### src/rtl/fip_sqrt_iter.sv
// Iterative fixed-point square root: restoring digit-by-digit over {rad, FRA_BITS zeros},
// IPC root bits per clock, optional round-to-nearest, busy/valid/ready result handshake.
module fip_sqrt_iter #(
    parameter int unsigned WIDTH    = 32,
    parameter int unsigned FRA_BITS = 16,
    parameter int unsigned IPC      = 1,
    parameter int unsigned ROUND    = 0,
    parameter int unsigned TAG_W    = 4
) (
    input  logic               i_clk,
    input  logic               i_rst,
    input  logic               i_en,
    input  logic [WIDTH-1:0]   i_rad,
    input  logic [TAG_W-1:0]   i_tag,
    input  logic               i_ready,
    output logic               o_busy,
    output logic               o_valid,
    output logic [WIDTH-1:0]   o_root,
    output logic [TAG_W-1:0]   o_tag
);

    localparam int unsigned N_BITS = WIDTH + FRA_BITS;
    localparam int unsigned ITERS  = N_BITS / 2;
    localparam int unsigned STEPS  = ITERS / IPC;
    localparam int unsigned CNT_W  = $clog2(STEPS + 1);
    localparam int unsigned OUT_W  = WIDTH + 1;

    if ((N_BITS % 2) != 0) begin : g_err_odd
        $error("fip_sqrt_iter: WIDTH+FRA_BITS must be even");
    end
    if ((IPC == 0) || ((ITERS % IPC) != 0)) begin : g_err_ipc
        $error("fip_sqrt_iter: ITERS must be a nonzero multiple of IPC");
    end
    if (FRA_BITS > WIDTH) begin : g_err_fra
        $error("fip_sqrt_iter: FRA_BITS must not exceed WIDTH");
    end

    typedef enum logic [1:0] {StIdle, StCalc, StDone} state_e;

    state_e              state_q, state_d;
    logic [CNT_W-1:0]    cnt_q, cnt_d;
    logic [N_BITS-1:0]   rad_q, rad_d, step_rad;
    logic [ITERS+1:0]    rem_q, rem_d, step_rem, trial;
    logic [ITERS-1:0]    root_q, root_d, step_root;
    logic [TAG_W-1:0]    tag_q, tag_d;
    logic [WIDTH-1:0]    out_q, out_d, final_root;
    logic [OUT_W-1:0]    rnd_sum;
    logic                rnd_up;

    // IPC restoring steps chained within one cycle, then optional rounding of the result.
    always_comb begin
        step_rad  = rad_q;
        step_rem  = rem_q;
        step_root = root_q;
        trial     = '0;
        for (int unsigned i = 0; i < IPC; i++) begin
            step_rem = {step_rem[ITERS-1:0], step_rad[N_BITS-1 -: 2]};
            trial    = {step_root, 2'b01};
            if (step_rem >= trial) begin
                step_rem  = step_rem - trial;
                step_root = (step_root << 1) | ITERS'(1);
            end else begin
                step_root = step_root << 1;
            end
            step_rad = step_rad << 2;
        end
        // Remainder above the root means sqrt lies at or past root + 0.5.
        rnd_up     = (ROUND != 0) && (step_rem > {2'b00, step_root});
        rnd_sum    = OUT_W'(step_root) + OUT_W'(rnd_up);
        final_root = rnd_sum[WIDTH] ? '1 : rnd_sum[WIDTH-1:0];
    end

    always_comb begin
        state_d = state_q;
        cnt_d   = cnt_q;
        rad_d   = rad_q;
        rem_d   = rem_q;
        root_d  = root_q;
        tag_d   = tag_q;
        out_d   = out_q;
        unique case (state_q)
            StIdle: begin
                if (i_en) begin
                    rad_d   = N_BITS'(i_rad) << FRA_BITS;
                    rem_d   = '0;
                    root_d  = '0;
                    tag_d   = i_tag;
                    cnt_d   = CNT_W'(STEPS);
                    state_d = StCalc;
                end
            end
            StCalc: begin
                rad_d  = step_rad;
                rem_d  = step_rem;
                root_d = step_root;
                cnt_d  = cnt_q - CNT_W'(1);
                if (cnt_q == CNT_W'(1)) begin
                    out_d   = final_root;
                    state_d = StDone;
                end
            end
            StDone: begin
                if (i_ready) begin
                    state_d = StIdle;
                end
            end
            default: state_d = StIdle;
        endcase
    end

    always_ff @(posedge i_clk) begin
        if (i_rst) begin
            state_q <= StIdle;
            cnt_q   <= '0;
            rad_q   <= '0;
            rem_q   <= '0;
            root_q  <= '0;
            tag_q   <= '0;
            out_q   <= '0;
        end else begin
            state_q <= state_d;
            cnt_q   <= cnt_d;
            rad_q   <= rad_d;
            rem_q   <= rem_d;
            root_q  <= root_d;
            tag_q   <= tag_d;
            out_q   <= out_d;
        end
    end

    assign o_busy  = (state_q != StIdle);
    assign o_valid = (state_q == StDone);
    assign o_root  = out_q;
    assign o_tag   = tag_q;

endmodule

### config.mk
export PLATFORM = sky130hd
export DESIGN_NAME = fip_sqrt_iter
export DESIGN_NICKNAME = d
export VERILOG_FILES = /design/src/rtl/fip_sqrt_iter.sv
export SDC_FILE = /design/constraint.sdc
export NUM_CORES = 1
export LEC_CHECK = 0
export ABC_AREA = 1
export CORE_UTILIZATION = 45
export DETAILED_ROUTE_END_ITERATION = 10
export PLACE_DENSITY_LB_ADDON = 0.15
export SYNTH_ARGS = -nofsm -noshare
export SYNTH_HDL_FRONTEND = slang
export SYNTH_SLANG_ARGS = --single-unit
### constraint.sdc
create_clock -name i_clk -period 4.2 [get_ports i_clk]
set_input_delay 0.42 -clock i_clk [delete_from_list [all_inputs] [get_ports i_clk]]
set_output_delay 0.42 -clock i_clk [all_outputs]
set_load 0.005 [all_outputs]
==> reports/summary.md <==
### STA
- 0 — count of final setup violators
- 2.86 ns — post-route minimum period
- 68.0% — final clock period utilization by the worst path
- 0 — total count of max-transition violations in the final report
- 0.954 ns — actual slew at the worst max-slew pin
- no — unrepaired setup endpoints after global routing
- 0.00782 ns — clock skew
- 36.4% — worst max-slew margin expressed relative to the limit
- 0 ns — aggregate negative setup slack
- 0.350 GHz — maximum frequency from static timing analysis
- 0 — Final Hold Viols

### Synthesis
- sky130_fd_sc_hd__dfxtp_1 — cell type contributing the most total cell area after synthesis
- 35 — Netlist cell types
- 0 — Warnings, synthesis
- sky130_fd_sc_hd__nand2_1, sky130_fd_sc_hd__inv_1, sky130_fd_sc_hd__dfxtp_1, sky130_fd_sc_hd__a21oi_1, sky130_fd_sc_hd__nor2_1 — ranking of synthesized cells by instance count
- sky130_fd_sc_hd__nand2_1 — count leader, synth
- sky130_fd_sc_hd__dfxtp_1 — top flip-flop cell by instance count after synthesis
- 976 — post-synthesis cell count
- sky130_fd_sc_hd__dfxtp_1, sky130_fd_sc_hd__nand2_1, sky130_fd_sc_hd__inv_1 — ranking of synthesized cells by area
- 0 — number of flops mapped to enable cells by yosys
- 35.5% — top cell type's share of synthesized area
- 0% — proportion of register bits with asynchronous set or reset after synthesis
- 6.64 um2 — mean cell area of the mapped netlist
- 115 — synthesized flop and latch total
- 35.5% — portion of the post-synthesis area used by sequential elements
- 6480 um2 — area of the mapped netlist

### Worst setup path
- 4.47 ns — required time of the worst setup path
- reg2reg — crit path kind
- register — kind of launch point of the worst setup path
- root_q[10] — launch instance of the worst register-to-register path
- register — nature of the critical path endpoint
- 3.13 ns — data arrival time at the worst-slack endpoint
- root_q[10] — launching instance or port of the critical path
- 26 — Critical Path Fanout Max

### Clocking
- 0 — Hold-fix buffers, CTS
- 0.43 ns — Clk Latency, worst-skew pair
- 0 — post-cts sizing count
- 0.06 ns — post-CTS clock slew at the launch and capture registers of the worst setup and hold paths
- 17 — total CTS buffers
- built — clock tree from TritonCTS
- 4 — maximum level of the CTS H-tree
- 0 — count of buffers added by post-CTS timing repair for setup
- 115 — CTS sink cnt
- 2 — number of buffers between clock root and the deepest sink
- sky130_fd_sc_hd__clkbuf_16 — buffer type at the clock tree root

### Placed design
- 7210 um2 — instance area after placement
- 1184 — Placed Cells incl. Taps
- 0.920 — Routability Congestion
- 69 — total of buffers placed on input and output ports
- 11300 um — dpl hpwl

### Cells and area
- 1216 — final instance count without filler cells
- 5.98% — layout cells sized above 1
- 1091 — Post-layout nets
- 7870 um2 — final design instance area without fill
- 0 — final antenna diode count
- 1351 — fill cell count
- 21.5% — layout overhead on the synthesized area

### Pwr
- 51.7% — Combinational Power Share
- 2.70 mW — switching pwr
- 3.30 mW — internal power
- 21.3% — share of total power in sequential cells
- 762 nW/um2 — power density of the placed cells
- 27.0% — fraction of power consumed by the clock network
- 3.36 nW — reported leakage power
- 45.0% — switch share
- 0.668 mV — peak supply drop

### Floorplanning
- 78 — I/O pins
- 46.5% — initial core utilization
- 122 um — Die Ht
- 13900 um2 — placeable core region
- 122 um — die span in x
- 14900 um2 — Die Area
- 43 — number of placement rows

### GRT
- 27300 um — global-route wire length before repair
- 91 — largest net degree at the start of global routing
- 5638 — number of global-route vias before repair
- 0 — number of antenna violations at the first check in global routing
- 0 — total overflow reported by the global router
- 23.6% — GRT Total Usage

### Run
- 0 — max-capacitance violation count

### Min path
- root_q[23] — HP Start
- reg2reg — worst min-delay path class

### Status
- completed — run status

### Route
- 0 — # DRC
- 16500 um — final wirelength
- 5.04 — Vias/cell
- 397 — initial DRC count
- 7 — DR pass1 iterations
- 6133 — Vias
- 13.6 um — final routed wire length divided by cell count
- 0 — remaining number of nets flagged by the antenna check after routing

registers in the layout, summed over array words and instances (netlist names):
| register | count |
|---|---|
| o_tag | 4 |
| rad_q | 32 |
| o_root | 24 |
| cnt_q | 5 |
| rem_q | 24 |
| root_q | 24 |
| state_q | 2 |
final cells by class:
| type | instances | area (um2) | share of cell area (%) |
|---|---|---|---|
| clock buffer | 18 | 429 | 5.45 |
| clock inverter | 14 | 228 | 2.89 |
| inverter | 137 | 514 | 6.54 |
| multi-input combinational | 676 | 3430 | 43.6 |
| tap | 180 | 225 | 2.86 |
| timing repair buffer | 76 | 741 | 9.41 |
| sequential | 115 | 2300 | 29.3 |
layout by cell type (no fill, tap or decap), drive strengths merged:
master,n
bufinv,5
dfxtp,115
nor2,53
a22oi,24
clkinv,5
o21a,1
ha,28
o21bai,1
or2,2
nand3b,6
o21ai,2
nand4,28
clkdlybuf4s50,68
xnor2,8
nand3,45
conb,8
and2,4
clkinvlp,3
clkbuf,18
nand2,328
a211oi,25
xor2,2
nor3,7
a31oi,6
buf,8
inv,138
a21oi,98
path summary, 6_finish.rpt:
check	to	slack, ns	cells past startpoint
setup / recovery	rem_q[23]	1.34	14
hold / removal	root_q[23]	0.46	2
setup reg to reg	rem_q[23]	1.34	14
hold reg to reg	root_q[23]	0.46	2
worst max-delay path, cell delays in order (launching register included):
cell and delay [ns]:
sky130_fd_sc_hd__dfxtp_1 0.34, sky130_fd_sc_hd__inv_1 0.07, sky130_fd_sc_hd__ha_1 0.35, sky130_fd_sc_hd__nand2_2 0.14, sky130_fd_sc_hd__inv_2 0.03, sky130_fd_sc_hd__nand2_1 0.05, sky130_fd_sc_hd__nand2_1 0.08, sky130_fd_sc_hd__nand2_1 0.07
sky130_fd_sc_hd__nand2_1 0.09, sky130_fd_sc_hd__a21oi_4 0.60, sky130_fd_sc_hd__nand3_4 0.45, sky130_fd_sc_hd__nand2_2 0.22, sky130_fd_sc_hd__nand2_1 0.08, sky130_fd_sc_hd__nand2_1 0.07, sky130_fd_sc_hd__a21oi_1 0.06
power by group through the flow:
stage	clock (mW)	combinational, mW	sequential (mW)
floorplan	0	2.49	1.28
global placement	0	3.05	1.30
detailed placement	0	3.06	1.30
CTS	1.64	3.08	1.28
global route	1.69	3.54	1.29
finish	1.62	3.10	1.28
per-layer routing:
metal	part of all wire, %	global-route usage, %	vias up
li1	-	-	3217
met1	46	29.4	2753
met2	48	39.5	141
met3	4.4	5.34	22
met4	1.6	9.18	0
met5	0	0	-
through the flow:
step | utilization (%) | worst slack [ns] | hold slack, ns | total power [mW]
5_1_grt | 56.5 | 1.02 | 0.481 | 6.52
6_report | 56.5 | 1.34 | 0.461 | 6.00
3_5_place_dp | 51.7 | 1.33 | 0.454 | 4.36
3_3_place_gp | 51.7 | 1.41 | 0.451 | 4.35
2_1_floorplan | - | 2.36 | 0.433 | 3.77
4_1_cts | 56.5 | 1.33 | 0.463 | 5.99
logic make-up (layout without fill, tap and decap cells):
family,after synthesis,after routing,share of synthesized area [%]
flip-flops,115,115,35.5
AO/OA/AOI/OAI,157,157,14.7
XOR/XNOR,10,10,1.35
AND/OR/NAND/NOR,473,473,30.7
buffers and inverters,192,245,12.2
other,1,8,0.0579
adder cells (fa/ha/maj),28,28,5.41
No activity file was read; power rests on OpenSTA's default activity.
